**src/rtl/gctr_stream.sv**
```systemverilog
// GCTR keystream engine: walks a 32-bit counter block through an external block
// cipher and XORs each keystream block with one 128-bit block of the input stream.
module gctr_stream #(
    parameter int KEY_WIDTH = 128,
    parameter int LEN_WIDTH = 20
) (
    input  logic                 clk,
    input  logic                 rst,
    input  logic                 start,
    input  logic [127:0]         icb_in,
    input  logic [KEY_WIDTH-1:0] key_in,
    input  logic                 keyLen,
    input  logic [LEN_WIDTH-1:0] len_in,
    input  logic [127:0]         din,
    input  logic                 din_valid,
    output logic                 din_ready,
    output logic [127:0]         dout,
    output logic                 dout_valid,
    input  logic                 dout_ready,
    output logic [15:0]          dout_keep,
    output logic                 dout_last,
    output logic                 aes_start,
    output logic [127:0]         aes_in,
    output logic [KEY_WIDTH-1:0] aes_key,
    output logic                 aes_keylen,
    input  logic [127:0]         aes_out,
    input  logic                 aes_done,
    output logic                 busy,
    output logic                 done
);

    // ceil(len/16) needs one bit more than the whole-block count
    localparam int BLK_WIDTH = LEN_WIDTH - 3;

    typedef enum logic [1:0] {
        IDLE      = 2'd0,
        KS        = 2'd1,
        WAIT_DATA = 2'd2,
        OUT       = 2'd3
    } state_t;

    state_t state_reg, state_next;

    logic [127:0]           cb_reg;
    logic [127:0]           keystream_reg;
    logic [127:0]           dout_reg;
    logic [KEY_WIDTH-1:0]   key_reg;
    logic                   keylen_reg;
    logic [BLK_WIDTH-1:0]   blocks_left_reg;
    logic [3:0]             tail_reg;
    logic [15:0]            keep_reg;
    logic                   last_reg;
    logic                   aes_start_reg;
    logic                   done_reg;

    logic                   start_msg;
    logic                   start_empty;
    logic                   ks_fire;
    logic                   din_fire;
    logic                   dout_fire;
    logic                   final_block;
    logic [BLK_WIDTH-1:0]   blocks_in;
    logic [15:0]            keep_next;
    logic [127:0]           byte_mask;

    assign start_msg   = (state_reg == IDLE) && start && (len_in != '0);
    assign start_empty = (state_reg == IDLE) && start && (len_in == '0);
    assign ks_fire     = (state_reg == KS) && aes_done;
    assign din_fire    = (state_reg == WAIT_DATA) && din_valid;
    assign dout_fire   = (state_reg == OUT) && dout_ready;
    assign final_block = (blocks_left_reg == BLK_WIDTH'(1));
    assign blocks_in   = BLK_WIDTH'(len_in[LEN_WIDTH-1:4]) + BLK_WIDTH'(|len_in[3:0]);

    // A short final block keeps only its leading tail bytes (byte 0 is the MSB)
    assign keep_next = (final_block && (tail_reg != 4'd0)) ? ~(16'hFFFF >> tail_reg) : 16'hFFFF;

    generate
        for (genvar gi = 0; gi < 16; gi++) begin : g_byte_mask
            assign byte_mask[8*gi +: 8] = {8{keep_next[gi]}};
        end
    endgenerate

    always_ff @(posedge clk or negedge rst) begin
        if (!rst) begin
            state_reg <= IDLE;
        end else begin
            state_reg <= state_next;
        end
    end

    always_comb begin
        state_next = state_reg;
        case (state_reg)
            IDLE:      if (start_msg)  state_next = KS;
            KS:        if (aes_done)   state_next = WAIT_DATA;
            WAIT_DATA: if (din_valid)  state_next = OUT;
            OUT:       if (dout_ready) state_next = final_block ? IDLE : KS;
            default:                   state_next = IDLE;
        endcase
    end

    always_comb begin
        din_ready  = 1'b0;
        dout_valid = 1'b0;
        busy       = 1'b1;
        case (state_reg)
            IDLE:      busy       = 1'b0;
            WAIT_DATA: din_ready  = 1'b1;
            OUT:       dout_valid = 1'b1;
            default:   busy       = 1'b1;
        endcase
    end

    always_ff @(posedge clk or negedge rst) begin
        if (!rst) begin
            cb_reg          <= '0;
            keystream_reg   <= '0;
            dout_reg        <= '0;
            key_reg         <= '0;
            keylen_reg      <= 1'b0;
            blocks_left_reg <= '0;
            tail_reg        <= '0;
            keep_reg        <= '0;
            last_reg        <= 1'b0;
            aes_start_reg   <= 1'b0;
            done_reg        <= 1'b0;
        end else begin
            // One request per KS entry, whether from IDLE or from the previous OUT
            aes_start_reg <= (state_next == KS) && (state_reg != KS);
            done_reg      <= start_empty || (dout_fire && final_block);
            if (start_msg) begin
                cb_reg          <= icb_in;
                key_reg         <= key_in;
                keylen_reg      <= keyLen;
                blocks_left_reg <= blocks_in;
                tail_reg        <= len_in[3:0];
            end
            if (ks_fire) begin
                keystream_reg <= aes_out;
                cb_reg        <= {cb_reg[127:32], cb_reg[31:0] + 32'd1};
            end
            if (din_fire) begin
                dout_reg <= (din ^ keystream_reg) & byte_mask;
                keep_reg <= keep_next;
                last_reg <= final_block;
            end
            if (dout_fire) begin
                blocks_left_reg <= blocks_left_reg - BLK_WIDTH'(1);
            end
        end
    end

    assign dout       = dout_reg;
    assign dout_keep  = keep_reg;
    assign dout_last  = last_reg;
    assign aes_start  = aes_start_reg;
    assign aes_in     = cb_reg;
    assign aes_key    = key_reg;
    assign aes_keylen = keylen_reg;
    assign done       = done_reg;

endmodule

```
**config.mk**
```make
export PLATFORM = sky130hd
export DESIGN_NAME = gctr_stream
export DESIGN_NICKNAME = d
export VERILOG_FILES = /design/src/rtl/gctr_stream.sv
export SDC_FILE = /design/constraint.sdc
export NUM_CORES = 1
export LEC_CHECK = 0
export ABC_AREA = 1
export CAP_MARGIN = 25
export CORE_AREA = 2 2 364 366
export CTS_CLUSTER_DIAMETER = 200
export DETAILED_ROUTE_END_ITERATION = 16
export DIE_AREA = 0 0 366 368
export PLACE_DENSITY_LB_ADDON = 0.15
export SYNTH_ARGS = -nofsm -noshare
export SYNTH_HDL_FRONTEND = slang
export SYNTH_SLANG_ARGS = --single-unit
```
**constraint.sdc**
```tcl
create_clock -name clk -period 1.6 [get_ports clk]
set_input_delay 0.24 -clock clk [delete_from_list [all_inputs] [get_ports clk]]
set_output_delay 0.24 -clock clk [all_outputs]
set_load 0.03 [all_outputs]
```
==> flow_summary_export.csv <==
group,metric,value,unit
run_status,status,"finished with violations",
run_status,violations,"negative setup slack",
route,wl_per_cell,21.2,um
placed_design,dpl.hpwl,88.7,mm
cells_and_area,drive_gt1_share,31.8,%
critical_path,cp.arrival,2.41,ns
power_and_ir_drop,combPwrFrac,52.3,%
cells_and_area,final_cell_mix,"nand2_1, dfrtp_1, clkdlybuf4s50_1, buf_2, nand2_2",
timing,setup-tns-final,-68.02,ns
timing,fin_crit_sh,117,%
yosys,syn_inst,2949,
cts,cts_buffer_depth,3,
die,io_pins,946,
yosys,synth.avg_cell_area,8.17,um2
cts,clk_latency,0.67,ns
critical_path,worstSetupStartpointType,"flip-flop",
global_routing,overflow,0,
route,first_pass_iters,5,
cts,cts-buffers-inserted,74,
power_and_ir_drop,p_leak,21.6,nW
hold_path,min_path_type,"in2reg",
yosys,syn_area,24100,um2
cells_and_area,final_common_cell,"nand2_1",
route,dr.max_layer_used,"met5",
power_and_ir_drop,swShare,45.2,%
critical_path,cp.required,2.14,ns
power_and_ir_drop,power.total,89.2,mW
die,die_w,366,um
yosys,yosysUniqueCellTypes,33,
route,initialDrtViolationCount,1267,
global_routing,grt_pass1_vias,24600,
critical_path,path_max_fanout,8,
route,drcViolationCount,0,
timing,setup_viol,468,
power_and_ir_drop,pwr-share-clk,19.1,%
timing,finalHoldViolCount,0,
die,die_area,135000,um2
cts,cts_tree,"built",
global_routing,grt_max_degree,83,
placed_design,gp_congestion,0.816,
yosys,synth_edf_count,0,
cts,ctsRootBufferMaster,"clkbuf_16",
die,start_util,18.4,%
critical_path,critical_path_class,"reg2reg",
timing,final.setup.worst_slack,-0.279,ns
route,met2WireLength,62.5,mm
route,routed_via_density,3.99,
yosys,syn_nets,3493,
timing,worst_pin_slew,0.559,ns
yosys,ys_warn_count,0,
route,wl_met3,10.3,mm
yosys,synthArstFlopShare,100,%
route,ant_nets,0,
yosys,ys.flop_type,"dfrtp_1",
timing,rsz0062_at_grt,"yes",
global_routing,grt_pass1_wl,174,mm
timing,fmax,532,MHz
route,totalWireLength,128,mm
die,dieHeight,368,um
placed_design,port_buffers,945,
cells_and_area,synthToLayoutAreaGrowth,78.6,%
power_and_ir_drop,vdd_drop_max,854,uV
yosys,synth-seq-area-share,57.6,%
job,drv_cap,0,
power_and_ir_drop,seqPwrFrac,28.6,%
placed_design,pre_cts_ws,-1.12,ns
die,rows,133,
timing,fin_crit,1.88,ns
timing,drv_slew,0,
route,wl_met1,52.5,mm
critical_path,endpoint_kind,"flip-flop",
timing,whs,0.103,ns
cts,cts.sinks,555,
die,core_area,131000,um2
cts,htree_levels,3,
global_routing,track_usage,17.5,%
yosys,synth-seq-cells,555,
cells_and_area,layout.nets,4772,
global_routing,antenna_found_initial,33,
timing,skew,0.0262,ns
power_and_ir_drop,switching_power,40.3,mW
timing,slew_headroom,62.6,%
cts,clkSlewWorstSetupHoldPaths,0.06,ns
power_and_ir_drop,cell_internal_pwr,48.9,mW
route,via_count,24200,
power_and_ir_drop,p_per_area,2070,nW/um2
## critical path, stage by stage (launching register included)
cell,delay [ns]
dfrtp_1,0.39
inv_2,0.08
ha_4,0.13
inv_2,0.03
nor2_1,0.07
nand2_1,0.09
nor2_4,0.13
nand2_4,0.11
nand2_4,0.10
buf_12,0.11
buf_6,0.08
nand4_1,0.14
buf_12,0.20
nand2_2,0.05
nand2_1,0.04
## synthesized netlist by cell type (2+ instances only)
cell | number | area [um2]
or2_2 | 7 | 43.8
nor2_2 | 4 | 25.0
o21ai_0 | 51 | 255
nand3b_1 | 14 | 105
nor2_1 | 116 | 435
inv_1 | 61 | 229
nand3_1 | 112 | 561
xnor2_1 | 26 | 228
dfrtp_1 | 555 | 13900
nand2_1 | 1718 | 6450
o21ai_2 | 3 | 26.3
buf_1 | 5 | 18.8
clkbuf_1 | 42 | 158
inv_2 | 4 | 15.0
buf_2 | 69 | 345
ha_1 | 5 | 62.6
nor3_1 | 2 | 10.0
a21oi_1 | 9 | 45.0
xor2_1 | 108 | 946
nand4_1 | 19 | 119
o211ai_1 | 4 | 30.0
o21ai_1 | 4 | 20.0
## cell type report
type	instances	area [um2]
Tap cell	1755	2200
Timing Repair inverter	6	143
Inverter	65	287
Antenna cell	19	47.5
Timing Repair Buffer	1314	12700
Clock inverter	22	260
Multi-Input combinational cell	2212	11300
Fill cell	13900	87700
Clock buffer	109	2180
Sequential cell	555	13900
## metrics by stage
stage | utilization, % | cells | instance area (um2)
3_3_place_gp | 29.0 | 5795 | 38000
5_1_grt | 32.9 | 6057 | 43000
6_report | 32.9 | 6057 | 43000
2_1_floorplan | - | 2949 | 24100
3_5_place_dp | 29.0 | 5795 | 38000
4_1_cts | 30.9 | 5983 | 40500
## metal layers
layer | GRT usage (%) | vias up
met5 | 0 | -
met2 | 28.8 | 742
met4 | 6.33 | 14
li1 | - | 11700
met3 | 6.63 | 148
met1 | 20.8 | 11600
## kinds of logic (layout without fill, tap and decap cells)
| logic type | after synthesis | count (layout) | share of synthesized area [%] |
|---|---|---|---|
| flip-flops | 555 | 555 | 57.6 |
| adder cells (fa/ha/maj) | 5 | 5 | 0.260 |
| AND/OR/NAND/NOR | 1996 | 1996 | 32.3 |
| other | 0 | 19 | 0 |
| XOR/XNOR | 134 | 134 | 4.87 |
| buffers and inverters | 182 | 1516 | 3.22 |
| AO/OA/AOI/OAI | 77 | 77 | 1.74 |
## power groups by stage
| stage | Sequential, mW | Clock, mW | Combinational, mW |
|---|---|---|---|
| after floorplan | 34.3 | 0 | 11.6 |
| after global placement | 25.4 | 0 | 42.8 |
| after detailed placement | 25.3 | 0 | 42.9 |
| after CTS | 25.2 | 17.6 | 42.8 |
| after global routing | 26.4 | 18.1 | 50.4 |
| final | 25.5 | 17.1 | 46.6 |
## path summary, 6_finish.rpt
check	from	endpoint	slack, ns	cells after the start
max	blocks_left_reg[1]$_DFFE_PN0P_	dout[47]$_DFFE_PN0P_	-0.28	14
min	aes_out[53]	keystream_reg[53]$_DFFE_PN0P_	0.10	3
max reg2reg	blocks_left_reg[1]$_DFFE_PN0P_	dout[47]$_DFFE_PN0P_	-0.28	14
min reg2reg	dout_keep[15]$_DFFE_PN0P_	dout_keep[15]$_DFFE_PN0P_	0.46	1
max in group asynchronous	rst	keystream_reg[106]$_DFFE_PN0P_	0.60	3
min in group asynchronous	rst	aes_in[10]$_DFFE_PN0P_	0.26	3
## repair_timing
item                                    in CTS  in global routing
hold buffers                                 2                  0
pin swaps                                   43                140
endpoints found under the setup margin     821                575
cloned                                      22                 45
setup buffers                               36                 24
hold endpoints to repair                   472                  0
resized for setup                         2068                477
Note: power is estimated with default switching activity, not from simulation.
==> variant, RTL diff (config.mk and constraints unchanged) <==
The 4 states of `state_t` get a one-hot encoding in 4 bits.
--- a/src/rtl/gctr_stream.sv
+++ b/src/rtl/gctr_stream.sv
@@ -32,11 +32,11 @@
     // ceil(len/16) needs one bit more than the whole-block count
     localparam int BLK_WIDTH = LEN_WIDTH - 3;
 
-    typedef enum logic [1:0] {
-        IDLE      = 2'd0,
-        KS        = 2'd1,
-        WAIT_DATA = 2'd2,
-        OUT       = 2'd3
+    typedef enum logic [3:0] {
+        IDLE      = 4'b0001,
+        KS        = 4'b0010,
+        WAIT_DATA = 4'b0100,
+        OUT       = 4'b1000
     } state_t;
 
     state_t state_reg, state_next;
Behaviour: same outputs for any inputs over 4 cycles, from zero or initial values and one cycle with rst low; so few cycles prove little.
==> variant against the original RTL <==
- the run still ends with negative setup slack left
- final area decreased by 4.1%
- register-to-register slack got worse by 30 ps
- sequential cell count increased by 2
- total power decreased by 12%
- sequential share of layout area increased by 1.5 points
- global-route usage decreased by 0.36 points
- synthesized area increased by 1.7%
- setup slack got worse by 80 ps
- routed wire length decreased by 2.5%
- first-iteration DRC count increased by 15%
- highest routed layer unchanged
==> variant: results (changes against the original RTL) <==
[status]
run_status=complete, but fails checks
violations=negative setup slack

[pwr]
intPower_w=0.0440  ; -10%
p_leak_nw=21.2  ; -2.0%
ir_worst_vdd_v=0.000869  ; +1.8%

[placed_design]
pre_cts_slack_ps=-1100  ; +19.5 ps
finalWeightedCongestion=0.867  ; +6.2%
placed_cell_area_sq_um=38400  ; +1.2%
place_inst=5845  ; +0.86%
hpwlAfterDp_microns=92600  ; +4.4%

[global_route]
grt_pass1_wl_microns=170000  ; -2.4%
grt_max_degree=110  ; +33%
grtUsageTotal=0.172  ; -0.00364
use_met2=0.285  ; -0.00270
met1_usage=0.208  ; +0.000249
gr-usage-met3=0.0534  ; -0.0129
grt_pass1_vias=23900  ; -2.8%

[critical_path]
max_stage_delay_ps=560  ; +170 ps
critical_path.max_fanout=2  ; -6
cpLargestDelayFamily=flip-flops
critPathSlowestCell=dfstp_2
worstPathArrival_ps=1720  ; -690 ps

[sta]
slew-limit-headroom=0.597  ; -0.0294
finalWorstSetupSlack_ps=-358  ; -79.5 ps
report.final.setup_viol=560  ; +20%
fin_worst_skew_ps=26.7  ; +0.529 ps

[synthesis]
syn_inst=2979  ; +1.0%
ys_top_cells_by_count=1730 x nand2_1, 556 x dfrtp_1, 127 x nand3_1
syn_nets=3523  ; +0.86%
synth.area.top_cells=dfrtp_1 57%, nand2_1 26%, xor2_1 4.1%
synth.distinct_cells=37  ; +12%
ys_seq_area_frac=0.569  ; -0.00779

[finish]
drive_gt1_frac=0.243  ; -0.0752
fin_nets=4787  ; +0.31%

[clocking]
cts_setup_buffers=21  ; -42%
clk-insertion-delay-late_ps=650  ; -20 ps
root_buffer=clkbuf_16
ctsResizeCount=1871  ; -9.5%
ctsHoldBuffers=1  ; -1

[detailed_routing]
drt_iter0_drc=1459  ; +15%
viasPerCell=3.95  ; -0.94%
wl_microns=125000  ; -2.5%

[job]
maxCapViolations=0  ; unchanged

==> variant: cell count changes after synthesis, moves of 8 or more <==
cell      delta
buf_6       +22
buf_2       -17
o21ai_0     -16
nand3_1     +15
nand2_1     +12
a21oi_1      -8
clkbuf_1     -8
nand2_2      +8
==> variant: logic make-up after synthesis <==
| kind of cell | synth area share |
|---|---|
| adders and majority gates | 0.00255 |
| buffers and inverters | 0.0385 |
| AOI/OAI and AO/OA | 0.0103 |
| and+or+nand+nor | 0.331 |
| DFF | 0.569 |
| xor gates and xnor gates | 0.0493 |
==> variant: layout make-up <==
| class | instances | area, sq um |
|---|---|---|
| antenna | 21 | 52.6 |
| clock buffer | 101 | 2080 |
| clock inverter | 28 | 375 |
| fill | 14100 | 89500 |
| inverter | 64 | 279 |
| multi-input combinational | 2243 | 10400 |
| sequential | 557 | 14000 |
| tap | 1755 | 2200 |
| timing repair buffer | 1303 | 12000 |
==> variant: power by group through the flow <==
stage	logic, W	clock network, W	registers, W
3_3_place_gp	0.0388	0	0.0248
5_1_grt	0.0398	0.0185	0.0253
3_5_place_dp	0.0390	0	0.0247
6_report	0.0369	0.0173	0.0246
4_1_cts	0.0361	0.0180	0.0245
2_1_floorplan	0.0106	0	0.0334
==> variant: routing by layer <==
layer	vias to the layer above	wire length, microns
li1	11800	-
met1	11400	52900
met2	624	60100
met3	174	8050
met4	20	3890
met5	-	138
==> variant: final timing paths <==
kind / from / slack (ps) / endpoint / cells past startpoint
min reg2reg: dout[42] / 470 / dout[42] / 2
max reg2reg: state_reg[0] / -310 / aes_in[7] / 11
min: rst / 90 / blocks_left_reg[8] / 2
max: state_reg[0] / -360 / dout_valid / 6
max in group asynchronous: rst / 680 / keystream_reg[75] / 4
min in group clk: icb_in[69] / 110 / aes_in[69] / 3
